===== src/rtl/fir_mac_sched_pkg.sv =====
// Shared FSM type and width/constant helpers for fir_mac_sched.
// Build option FIR_MAC_SCHED_SYM_EN selects the symmetric (half-ROM, pre-adder) datapath.
package fir_mac_sched_pkg;

  typedef enum logic [2:0] {
    IDLE,
    CAPT,
    MAC,
    FLUSH,
    ROUND
  } state_t;

  // Width of the multiplier's sample operand (one extra bit for the pre-adder).
  function automatic int sample_width(input int dw);
`ifdef FIR_MAC_SCHED_SYM_EN
    return dw + 1;
`else
    return dw;
`endif
  endfunction

  function automatic int prod_width(input int dw, input int cw);
    return sample_width(dw) + cw;
  endfunction

  // AW guard bits cover the sum of up to TAPS products without overflow.
  function automatic int acc_width(input int dw, input int cw, input int aw);
    return prod_width(dw, cw) + aw;
  endfunction

  function automatic int mac_steps(input int taps);
`ifdef FIR_MAC_SCHED_SYM_EN
    return taps / 2;
`else
    return taps;
`endif
  endfunction

  function automatic int rnd_const(input int cw);
    return 1 << (cw - 2);
  endfunction

  function automatic int sat_hi(input int dw);
    return (1 << (dw - 1)) - 1;
  endfunction

  function automatic int sat_lo(input int dw);
    return -(1 << (dw - 1));
  endfunction

endpackage


===== src/rtl/fir_sched_sync.sv =====
// Two-flop synchronizer for the asynchronous sample clock plus a rising-edge
// detector; stb is high for exactly one clk cycle per f_s rise.
module fir_sched_sync (
  input  logic clk,
  input  logic rst,
  input  logic f_s,
  output logic stb
);

  logic [2:0] sync_reg;

  always_ff @(posedge clk) begin
    if (!rst) begin
      sync_reg <= '0;
    end else begin
      sync_reg <= {sync_reg[1:0], f_s};
    end
  end

  // sync_reg[0] may be metastable; only the second stage and its delayed copy feed logic.
  assign stb = sync_reg[1] & ~sync_reg[2];

endmodule


===== src/rtl/fir_mac_sched.sv =====
// Time-multiplexed FIR MAC scheduler: one multiplier, circular delay line,
// round/saturate output. Define FIR_MAC_SCHED_SYM_EN for the symmetric-filter build.
module fir_mac_sched
  import fir_mac_sched_pkg::*;
#(
  parameter int TAPS = 32,
  parameter int DW   = 12,
  parameter int CW   = 16,
  parameter int AW   = 5
) (
  input  logic          clk,
  input  logic          rst,
  input  logic          f_s,
  input  logic [DW-1:0] din,
  output logic [AW-1:0] coef_addr,
  input  logic [CW-1:0] coef_data,
  output logic [DW-1:0] dout,
  output logic          dout_valid,
  output logic          busy,
  output logic          overrun
);

  localparam int SW  = sample_width(DW);
  localparam int PW  = prod_width(DW, CW);
  localparam int ACW = acc_width(DW, CW, AW);
  localparam int RW  = ACW + 1;

  localparam logic [AW-1:0]        K_LAST = AW'(mac_steps(TAPS) - 1);
  localparam logic signed [RW-1:0] RND    = RW'(rnd_const(CW));
  localparam logic signed [RW-1:0] SAT_HI = RW'(sat_hi(DW));
  localparam logic signed [RW-1:0] SAT_LO = RW'(sat_lo(DW));

  logic stb;

  fir_sched_sync u_sync (
    .clk (clk),
    .rst (rst),
    .f_s (f_s),
    .stb (stb)
  );

  state_t                 state_reg;
  logic [AW-1:0]          wr_ptr_reg;
  logic [AW-1:0]          rd_lo_reg;
  logic [AW-1:0]          k_reg;
  logic signed [SW-1:0]   x_reg;
  logic                   pv_reg;
  logic signed [ACW-1:0]  acc_reg;
  logic signed [DW-1:0]   dout_reg;
  logic                   dout_valid_reg;
  logic                   busy_reg;
  logic                   overrun_reg;

  logic signed [DW-1:0]   dly [TAPS];
  logic signed [SW-1:0]   tap_sample;
  logic signed [PW-1:0]   prod;
  logic signed [RW-1:0]   rnd_sum;
  logic signed [RW-1:0]   rnd_shift;
  logic signed [DW-1:0]   sat_val;

  // Delay line kept in flops so it can be cleared by reset.
  for (genvar gi = 0; gi < TAPS; gi++) begin : g_dly
    logic signed [DW-1:0] cell_reg;

    always_ff @(posedge clk) begin
      if (!rst) begin
        cell_reg <= '0;
      end else if (state_reg == CAPT && wr_ptr_reg == AW'(gi)) begin
        cell_reg <= $signed(din);
      end
    end

    assign dly[gi] = cell_reg;
  end

`ifdef FIR_MAC_SCHED_SYM_EN
  // Second read pointer walks the mirrored half: x[n-TAPS+1+k] sits at wr_ptr+1+k.
  logic [AW-1:0] rd_hi_reg;

  always_ff @(posedge clk) begin
    if (!rst) begin
      rd_hi_reg <= '0;
    end else if (state_reg == CAPT) begin
      rd_hi_reg <= wr_ptr_reg + AW'(1);
    end else if (state_reg == MAC) begin
      rd_hi_reg <= rd_hi_reg + AW'(1);
    end
  end

  assign tap_sample = SW'(dly[rd_lo_reg]) + SW'(dly[rd_hi_reg]);
`else
  assign tap_sample = dly[rd_lo_reg];
`endif

  // x_reg and coef_data both refer to the tap addressed in the previous cycle.
  assign prod = PW'(x_reg) * PW'($signed(coef_data));

  always_comb begin
    rnd_sum   = RW'(acc_reg) + RND;
    rnd_shift = rnd_sum >>> (CW - 1);
    sat_val   = rnd_shift[DW-1:0];
    if (rnd_shift > SAT_HI) begin
      sat_val = SAT_HI[DW-1:0];
    end else if (rnd_shift < SAT_LO) begin
      sat_val = SAT_LO[DW-1:0];
    end
  end

  always_ff @(posedge clk) begin
    if (!rst) begin
      state_reg      <= IDLE;
      wr_ptr_reg     <= '0;
      rd_lo_reg      <= '0;
      k_reg          <= '0;
      x_reg          <= '0;
      pv_reg         <= 1'b0;
      acc_reg        <= '0;
      dout_reg       <= '0;
      dout_valid_reg <= 1'b0;
      busy_reg       <= 1'b0;
      overrun_reg    <= 1'b0;
    end else begin
      dout_valid_reg <= 1'b0;
      if (stb && state_reg != IDLE) begin
        overrun_reg <= 1'b1;
      end
      case (state_reg)
        IDLE: begin
          if (stb) begin
            busy_reg  <= 1'b1;
            state_reg <= CAPT;
          end
        end
        CAPT: begin
          acc_reg   <= '0;
          k_reg     <= '0;
          pv_reg    <= 1'b0;
          rd_lo_reg <= wr_ptr_reg;
          state_reg <= MAC;
        end
        MAC: begin
          x_reg     <= tap_sample;
          pv_reg    <= 1'b1;
          rd_lo_reg <= rd_lo_reg - AW'(1);
          if (pv_reg) begin
            acc_reg <= acc_reg + ACW'(prod);
          end
          if (k_reg == K_LAST) begin
            k_reg     <= '0;
            state_reg <= FLUSH;
          end else begin
            k_reg <= k_reg + AW'(1);
          end
        end
        FLUSH: begin
          acc_reg   <= acc_reg + ACW'(prod);
          pv_reg    <= 1'b0;
          state_reg <= ROUND;
        end
        ROUND: begin
          dout_reg       <= sat_val;
          dout_valid_reg <= 1'b1;
          wr_ptr_reg     <= wr_ptr_reg + AW'(1);
          busy_reg       <= 1'b0;
          state_reg      <= IDLE;
        end
        default: begin
          state_reg <= IDLE;
        end
      endcase
    end
  end

  assign coef_addr  = k_reg;
  assign dout       = dout_reg;
  assign dout_valid = dout_valid_reg;
  assign busy       = busy_reg;
  assign overrun    = overrun_reg;

endmodule


===== config.mk =====
export PLATFORM = sky130hd
export DESIGN_NAME = fir_mac_sched
export DESIGN_NICKNAME = d
export VERILOG_FILES = /design/src/rtl/fir_mac_sched_pkg.sv /design/src/rtl/fir_sched_sync.sv /design/src/rtl/fir_mac_sched.sv
export SDC_FILE = /design/constraint.sdc
export NUM_CORES = 2
export LEC_CHECK = 0
export ABC_AREA = 1
export CAP_MARGIN = 10
export CORE_ASPECT_RATIO = 0.75
export CORE_MARGIN = 8
export CORE_UTILIZATION = 49
export CTS_CLUSTER_SIZE = 12
export DETAILED_ROUTE_END_ITERATION = 7
export GPL_TIMING_DRIVEN = 0
export PLACE_DENSITY = 0.72
export SLEW_MARGIN = 40
export SYNTH_ARGS = -nofsm -noshare
export SYNTH_HDL_FRONTEND = slang
export SYNTH_SLANG_ARGS = --single-unit

===== constraint.sdc =====
create_clock -name clk -period 16 [get_ports clk]
set_clock_uncertainty 0.05 [all_clocks]
set_input_delay 4.8 -clock clk [delete_from_list [all_inputs] [get_ports clk]]
set_output_delay 4.8 -clock clk [all_outputs]
set_load 0.01 [all_outputs]

## Yosys cells after proc, flatten, opt, wreduce, memory -nomap -nowiden

Cells that the tools add are included.

| word-level totals | value |
|---|---|
| output and inout port bits | 20 |
| flip-flop bits (word level) | 466 |
| logic and storage cells | 156 |
| bits of input ports | 31 |

| operators by class | value |
|---|---|
| reduce and logical (&&, ||, !) cells | 44 |
| muxes and demuxes | 17 |
| multiply operators | 1 |
| add/sub/neg operators | 5 |
| bitwise logic cells | 3 |
| equality and inequality tests | 39 |
| $lt $le $gt $ge | 3 |

Operator list:

| cell | count |
|---|---|
| one-hot mux 33 bit (3 select lines) | 1 |
| equality test 5 bit (second input constant) | 17 |
| binary-select mux 12 bit (select 5 bit) | 1 |
| 2-to-1 mux 12 bit | 4 |
| equality test 5 x 4 -> 1 bit (second input constant) | 8 |
| adder 33 x 16 -> 34 bit (second input constant) | 1 |
| adder 33 x 28 -> 33 bit | 1 |
| logical AND 1 bit | 33 |
| 2-to-1 mux 33 bit | 1 |
| multiplier 12 x 16 -> 28 bit | 1 |
| equality test 5 x 3 -> 1 bit (second input constant) | 4 |
| one-hot mux 5 bit (2 select lines) | 2 |
| > comparator 19 x 12 -> 1 bit (second input constant) | 1 |
| less-than comparator 19 x 12 -> 1 bit (second input constant) | 1 |
| one-hot mux 3 bit (4 select lines) | 1 |
| adder 5 x 1 -> 5 bit (second input constant) | 2 |
| equality test 5 x 2 -> 1 bit (second input constant) | 2 |
| equality test 3 x 2 -> 1 bit (second input constant) | 2 |
| greater-or-equal comparator 6 bit (second input constant) | 1 |
| 2-to-1 mux 3 bit | 2 |
| inequality test 2 bit (second input constant) | 3 |
| inverter 5 -> 6 bit | 1 |
| AND reduction 2 bit | 3 |
| nonzero test 2 bit | 3 |
| 13 further kinds | 16 |

## Logic depth before layout (Yosys ltp)

| logic depth | value |
|---|---|
| word-level depth | 4 |
| mapped depth | 28 |
| mapped depth without buffers | 27 |

## Cells and area by module

From an unflattened synthesis, not the netlist that was laid out.

| unflattened totals | value |
|---|---|
| cell total of the unflattened synthesis | 4117 |
| area total of the unflattened synthesis | 29723.5 sq um |

By module, submodules not included:

| module | seq. area each (sq um) | instances | area an instance (sq um) | cells each |
|---|---|---|---|---|
| fir_mac_sched | 9268.9 | 1 | 29630.9 | 4106 |
| fir_sched_sync | 60.1 | 1 | 92.6 | 11 |

## Least setup slack after synthesis

OpenSTA, ideal clock, no wires.

| timing path | value |
|---|---|
| path kind | input-to-reg |
| from | input port coef_data[15] |
| to | register acc_reg[29] |
| path buffers | 1 |
| data required time | 15818 ps |
| arrival | 9705 ps |
| slack | 6112 ps |
| cell stages on the path | 19 |
| setup time | 132 ps |
| cells stage by stage | clkbuf_1 > nand2_1 > fa_1 > inv_1 > fa_1 > inv_1 > fa_1 > inv_1 > fa_1 > fa_1 > ha_1 > ha_1 > nand2_1 > nor4_1 > nand3_1 > nand2_1 > nand2_1 > nand3_1 > a21oi_1 |

| between the ends | value |
|---|---|
| longest elaborated chain between the ends | 4 |

RTL lines:

| what | line | RTL |
|---|---|---|
| start: declaration | fir_mac_sched.sv:16 | `input logic [CW-1:0] coef_data,` |
| multiplier 12 x 16 -> 28 bit * | fir_mac_sched.sv:96 | `assign prod = PW'(x_reg) * PW'($signed(coef_data));` |
| adder 33 x 28 -> 33 bit * | fir_mac_sched.sv:146, fir_mac_sched.sv:156 |  |
| 2-to-1 mux 33 bit | fir_mac_sched.sv:145 | `if (pv_reg) begin` |
| one-hot mux 33 bit (3 select lines) * | fir_mac_sched.sv:127 | `case (state_reg)` |
| end signal: assignment | fir_mac_sched.sv:146 | `acc_reg <= acc_reg + ACW'(prod);` |
| end signal: assignment | fir_mac_sched.sv:156 | `acc_reg <= acc_reg + ACW'(prod);` |
| end: declaration | fir_mac_sched.sv:48 | `logic signed [ACW-1:0] acc_reg;` |

Mark *: on every way between the ends. The rest lies on a longest branch, timed or not. The select of a mux whose other input is x is not followed.
A chain may end at the register's enable or synchronous reset.

## Final worst setup path

| timing path | value |
|---|---|
| from | input port coef_data[15] |
| to | register acc_reg[24] |

The elaborated chain is that of the path after synthesis.

==> flow_results.org <==
** CTS
- CTS sink count :: about 470
- CTS placed an instance of sky130_fd_sc_hd__clkbuf_16 at the clock tree root.
- In this run the number of H-tree levels came out at 2.
- In this run, post-CTS hold repair placed 0 buffers.
- Clock tree synthesis inserted a total of 47 buffers.
- Clock latency of the later-clocked register in the worst-skew pair :: between 500 and 600 ps
- Number of buffers on the longest clock path :: 3
- Post-CTS resize count :: 0
- Clock slew seen by the registers of the worst setup and hold paths :: 70 ps
- TritonCTS clock tree :: built
- Once the clock tree was built, the setup fixing pass inserted 0 buffers.

** Yosys
- Mean post-synth cell area :: a little over 7 sq um
- Post-synthesis instance area :: about 30000 sq um
- Top cell type's share of synthesized area :: 31.1%
- Number of distinct standard cells referenced by the synthesized netlist :: 38
- For this run, asynchronously set or reset flops after synthesis account for 0%.
- Post-synth top flop :: sky130_fd_sc_hd__dfxtp_1
- Post-synthesis sequential area ratio :: between 30 and 40%
- Register bit total from synthesis :: 466
- Top cells by area in the synthesized netlist :: sky130_fd_sc_hd__dfxtp_1 (31%), sky130_fd_sc_hd__fa_1 (15%), sky130_fd_sc_hd__o21ai_0 (9.5%)
- In this run, synthesis inferred 0 flip-flops with an integrated enable.
- Summed over all instances, the cell type with the most area after synthesis is sky130_fd_sc_hd__dfxtp_1.
- Counting every instance in the synthesized netlist gives between 4000 and 5000.
- Number of warnings reported in the yosys synthesis log :: 0
- Synthesis produced a netlist with a net count of ~4500.

** Detailed routing
- Once detail routing completed, the nets flagged for antenna violations numbered 0.
- Routed wire per std cell :: approximately 22 um
- First-iteration detailed-routing DRC count :: a little over 4000
- Dividing the detail-routed via count by the number of cells gives around 5.7.
- The first TritonRoute pass finished after 6 iterations.
- After detailed routing, the number of remaining DRC violations is 0.
- Post-Route WL :: roughly 110 mm
- The detailed router placed ~29000 vias in this run.

** Timing
- The final number of max-transition violations was 0.
- Hold timing on the final database bottoms out at a slack of about 350 ps.
- Share of the clock period used by the worst path after layout :: around 68%
- Worst slew margin relative to its limit :: a little under two fifths
- At the pin with the least slew margin, the transition time is between 900 and 1000 ps.
- Max Clock Freq :: ~92 MHz
- For the final routed database, the setup TNS stands at 0 ps.
- Setup repair after global routing left no endpoint under its margin.
- Final hold vios :: 0
- Subtracting the final worst setup slack from the clock period gives approximately 11000 ps.
- Final setup vio count :: 0

** Layout
- The number of antenna diodes in the final layout is 0.
- Summing all multi-input logic gate instances after layout gives 17100 sq um.
- Number of nets at the end of the flow :: 4589
- Synth-to-Final Area Change :: 9.70%
- Max reg flops :: approximately 380
- After filler insertion, the fill cell instance count of the layout stands at ~6000.
- Layout cells sized above 1 :: 5.61%
- In the final layout, flip-flops and latches occupy 9330 sq um.

** Critical path
- Data arrival time of the critical path :: 11370 ps
- Delay of the slowest cell on the worst path :: 620 ps
- Dominant cell type by count on the critical path :: sky130_fd_sc_hd__fa_1
- CP Max Fanout :: 16
- The signal on the critical path passes through clkdlybuf4s50_1 > clkbuf_1 > nand2_1 > fa_1 > inv_1 > fa_1 > fa_1 > fa_1 > inv_1 > fa_1 > inv_1 > ha_1 > ha_1 > a21oi_1 > o21ai_0 > a21oi_1 > nand3_1 > a21oi_1 > o21ai_1 > a21oi_1.
- Worst setup path class :: primary input to flop
- Slowest cell on the critical path :: sky130_fd_sc_hd__inv_1
- Setup crit start kind :: primary input
- The worst setup path is captured at a flop.
- For the worst setup path, the data required time is ~16000 ps.

** GRT
- Total global routing track utilization :: ~30%
- Entering global routing, the biggest net connects 17 pins.
- Global-route wire length before repair :: approximately 160 mm
- The initial antenna violation count was 4.
- Vias in the first global route :: 26200
- The total overflow left after global routing is 0.

** Status
- The flow ran to the end, and the final reports show no timing, DRC or antenna violations.

** Place
- At the end of routability-driven placement, the weighted congestion stood at 1.04.
- Summed over all nets, the half-perimeter wirelength after detailed placement is 83.9 mm.
- IO buf count :: between 40 and 50

** Floorplanning
- The floorplan has ~80 rows.
- Effective utilization at floorplan :: approximately half
- The floorplan step set the die width to 302 um.
- 51 I/O pins were placed.
- In this run the vertical extent of the chip is ~230 um.
- Die footprint :: about 69000 sq um
- The core region is around 60000 sq um.

** Flow run
- Max-cap violations :: 0

** Power
- The completed layout was analyzed and its total power is 0.00403 W.
- VDD IR max :: between 70 and 80 uV
- The analysis attributes to cell leakage a power of approximately 14 nW.
- In this run the power density over the cells is around 120 nW/um^2.

** Worst hold path
- In this run the worst hold path is classified as flop to flop.
## layer usage
metal | GRT usage [%] | wire length (um) | up-vias
met5 | 0 | 0 | -
met4 | 6.62 | 2460 | 0
met3 | 9.63 | 15000 | 167
met2 | 40.0 | 41200 | 1650
met1 | 48.5 | 50700 | 13600
li1 | - | - | 13300
## critical path, delay by kind of cell
family,cells,cell delay [ps]
adders and majority gates,7,3180
buffers and inverters,5,1640
AOI/OAI and AO/OA,6,1300
and+or+nand+nor,2,450
## cell families after synthesis
group / count (synthesis) / share of synthesized area, %
adder cells (fa/ha/maj): 322 / 19.1
flip-flops: 466 / 31.1
AND/OR/NAND/NOR: 1235 / 16.8
AO/OA/AOI/OAI: 1200 / 20.5
buffers and inverters: 895 / 11.9
XOR/XNOR: 20 / 0.585
## layout by cell type, fill, tap and decap left out, types with 10 or more instances in the layout
master / Yosys / layout
sky130_fd_sc_hd__fa_1: 227 / 227
sky130_fd_sc_hd__dfxtp_1: 466 / 466
sky130_fd_sc_hd__clkbuf_1: 191 / 184
sky130_fd_sc_hd__clkbuf_16: 0 / 49
sky130_fd_sc_hd__buf_2: 45 / 56
sky130_fd_sc_hd__nand4_1: 18 / 18
sky130_fd_sc_hd__nor2_1: 533 / 533
sky130_fd_sc_hd__buf_1: 24 / 12
sky130_fd_sc_hd__nor2_2: 13 / 13
sky130_fd_sc_hd__nand3_1: 93 / 93
sky130_fd_sc_hd__o22ai_1: 12 / 12
sky130_fd_sc_hd__a21oi_2: 11 / 11
sky130_fd_sc_hd__o21ai_1: 60 / 60
sky130_fd_sc_hd__clkbuf_2: 0 / 20
sky130_fd_sc_hd__nor2_4: 19 / 19
sky130_fd_sc_hd__o21bai_1: 10 / 10
sky130_fd_sc_hd__clkdlybuf4s50_1: 0 / 49
sky130_fd_sc_hd__inv_2: 25 / 26
sky130_fd_sc_hd__xnor2_1: 11 / 11
sky130_fd_sc_hd__inv_1: 581 / 580
sky130_fd_sc_hd__a21oi_1: 518 / 518
sky130_fd_sc_hd__o21ai_0: 570 / 570
sky130_fd_sc_hd__nand2_1: 534 / 534
sky130_fd_sc_hd__buf_6: 15 / 15
sky130_fd_sc_hd__o211ai_1: 12 / 12
sky130_fd_sc_hd__buf_4: 11 / 11
sky130_fd_sc_hd__ha_1: 95 / 95
## stage by stage
| step | instance area (sq um) | setup WS [ps] | std cells | util (%) |
|---|---|---|---|---|
| final | 32900 | 5080 | 5057 | 54.3 |
| after global routing | 32900 | 4610 | 5057 | 54.3 |
| after CTS | 32900 | 5210 | 5057 | 54.3 |
| after detailed placement | 31500 | 4660 | 4987 | 52.1 |
| after global placement | 31500 | 4650 | 4987 | 52.0 |
| after floorplan | 30000 | 6110 | 4138 | - |
## cells in the mapped netlist (13+ instances only)
cell type	instances
sky130_fd_sc_hd__nand3_1	93
sky130_fd_sc_hd__inv_1	581
sky130_fd_sc_hd__dfxtp_1	466
sky130_fd_sc_hd__ha_1	95
sky130_fd_sc_hd__a21oi_1	518
sky130_fd_sc_hd__nor2_1	533
sky130_fd_sc_hd__buf_6	15
sky130_fd_sc_hd__nor2_2	13
sky130_fd_sc_hd__fa_1	227
sky130_fd_sc_hd__buf_2	45
sky130_fd_sc_hd__nor2_4	19
sky130_fd_sc_hd__clkbuf_1	191
sky130_fd_sc_hd__o21ai_1	60
sky130_fd_sc_hd__buf_1	24
sky130_fd_sc_hd__nand4_1	18
sky130_fd_sc_hd__inv_2	25
sky130_fd_sc_hd__nand2_1	534
sky130_fd_sc_hd__o21ai_0	570
## where the power goes
part | internal (W) | switching [W] | total, W
Combinational | 0.000578 | 0.00120 | 0.00178
Sequential | 0.00118 | 0.0000162 | 0.00120
Clock | 0.000575 | 0.000476 | 0.00105
## cell type report
type / instances / area share, %
Clock buffer: 66 / 4.08
Multi-Input combinational cell: 2777 / 52.0
Sequential cell: 466 / 28.4
Clock inverter: 4 / 0.0723
Inverter: 609 / 6.95
Timing Repair Buffer: 49 / 1.49
Buffer: 286 / 4.02
Tap cell: 800 / 3.05
## path summary, 6_finish.rpt
check	slack [ps]	cells after the start	startpoint	to
setup / recovery	5080	20	coef_data[15]	acc_reg[24]
hold / removal	350	2	u_sync.sync_reg[0]	u_sync.sync_reg[1]
setup reg to reg	9040	20	x_reg[2]	acc_reg[24]
hold reg to reg	350	2	u_sync.sync_reg[0]	u_sync.sync_reg[1]
Note: power is estimated with default switching activity, not from simulation.
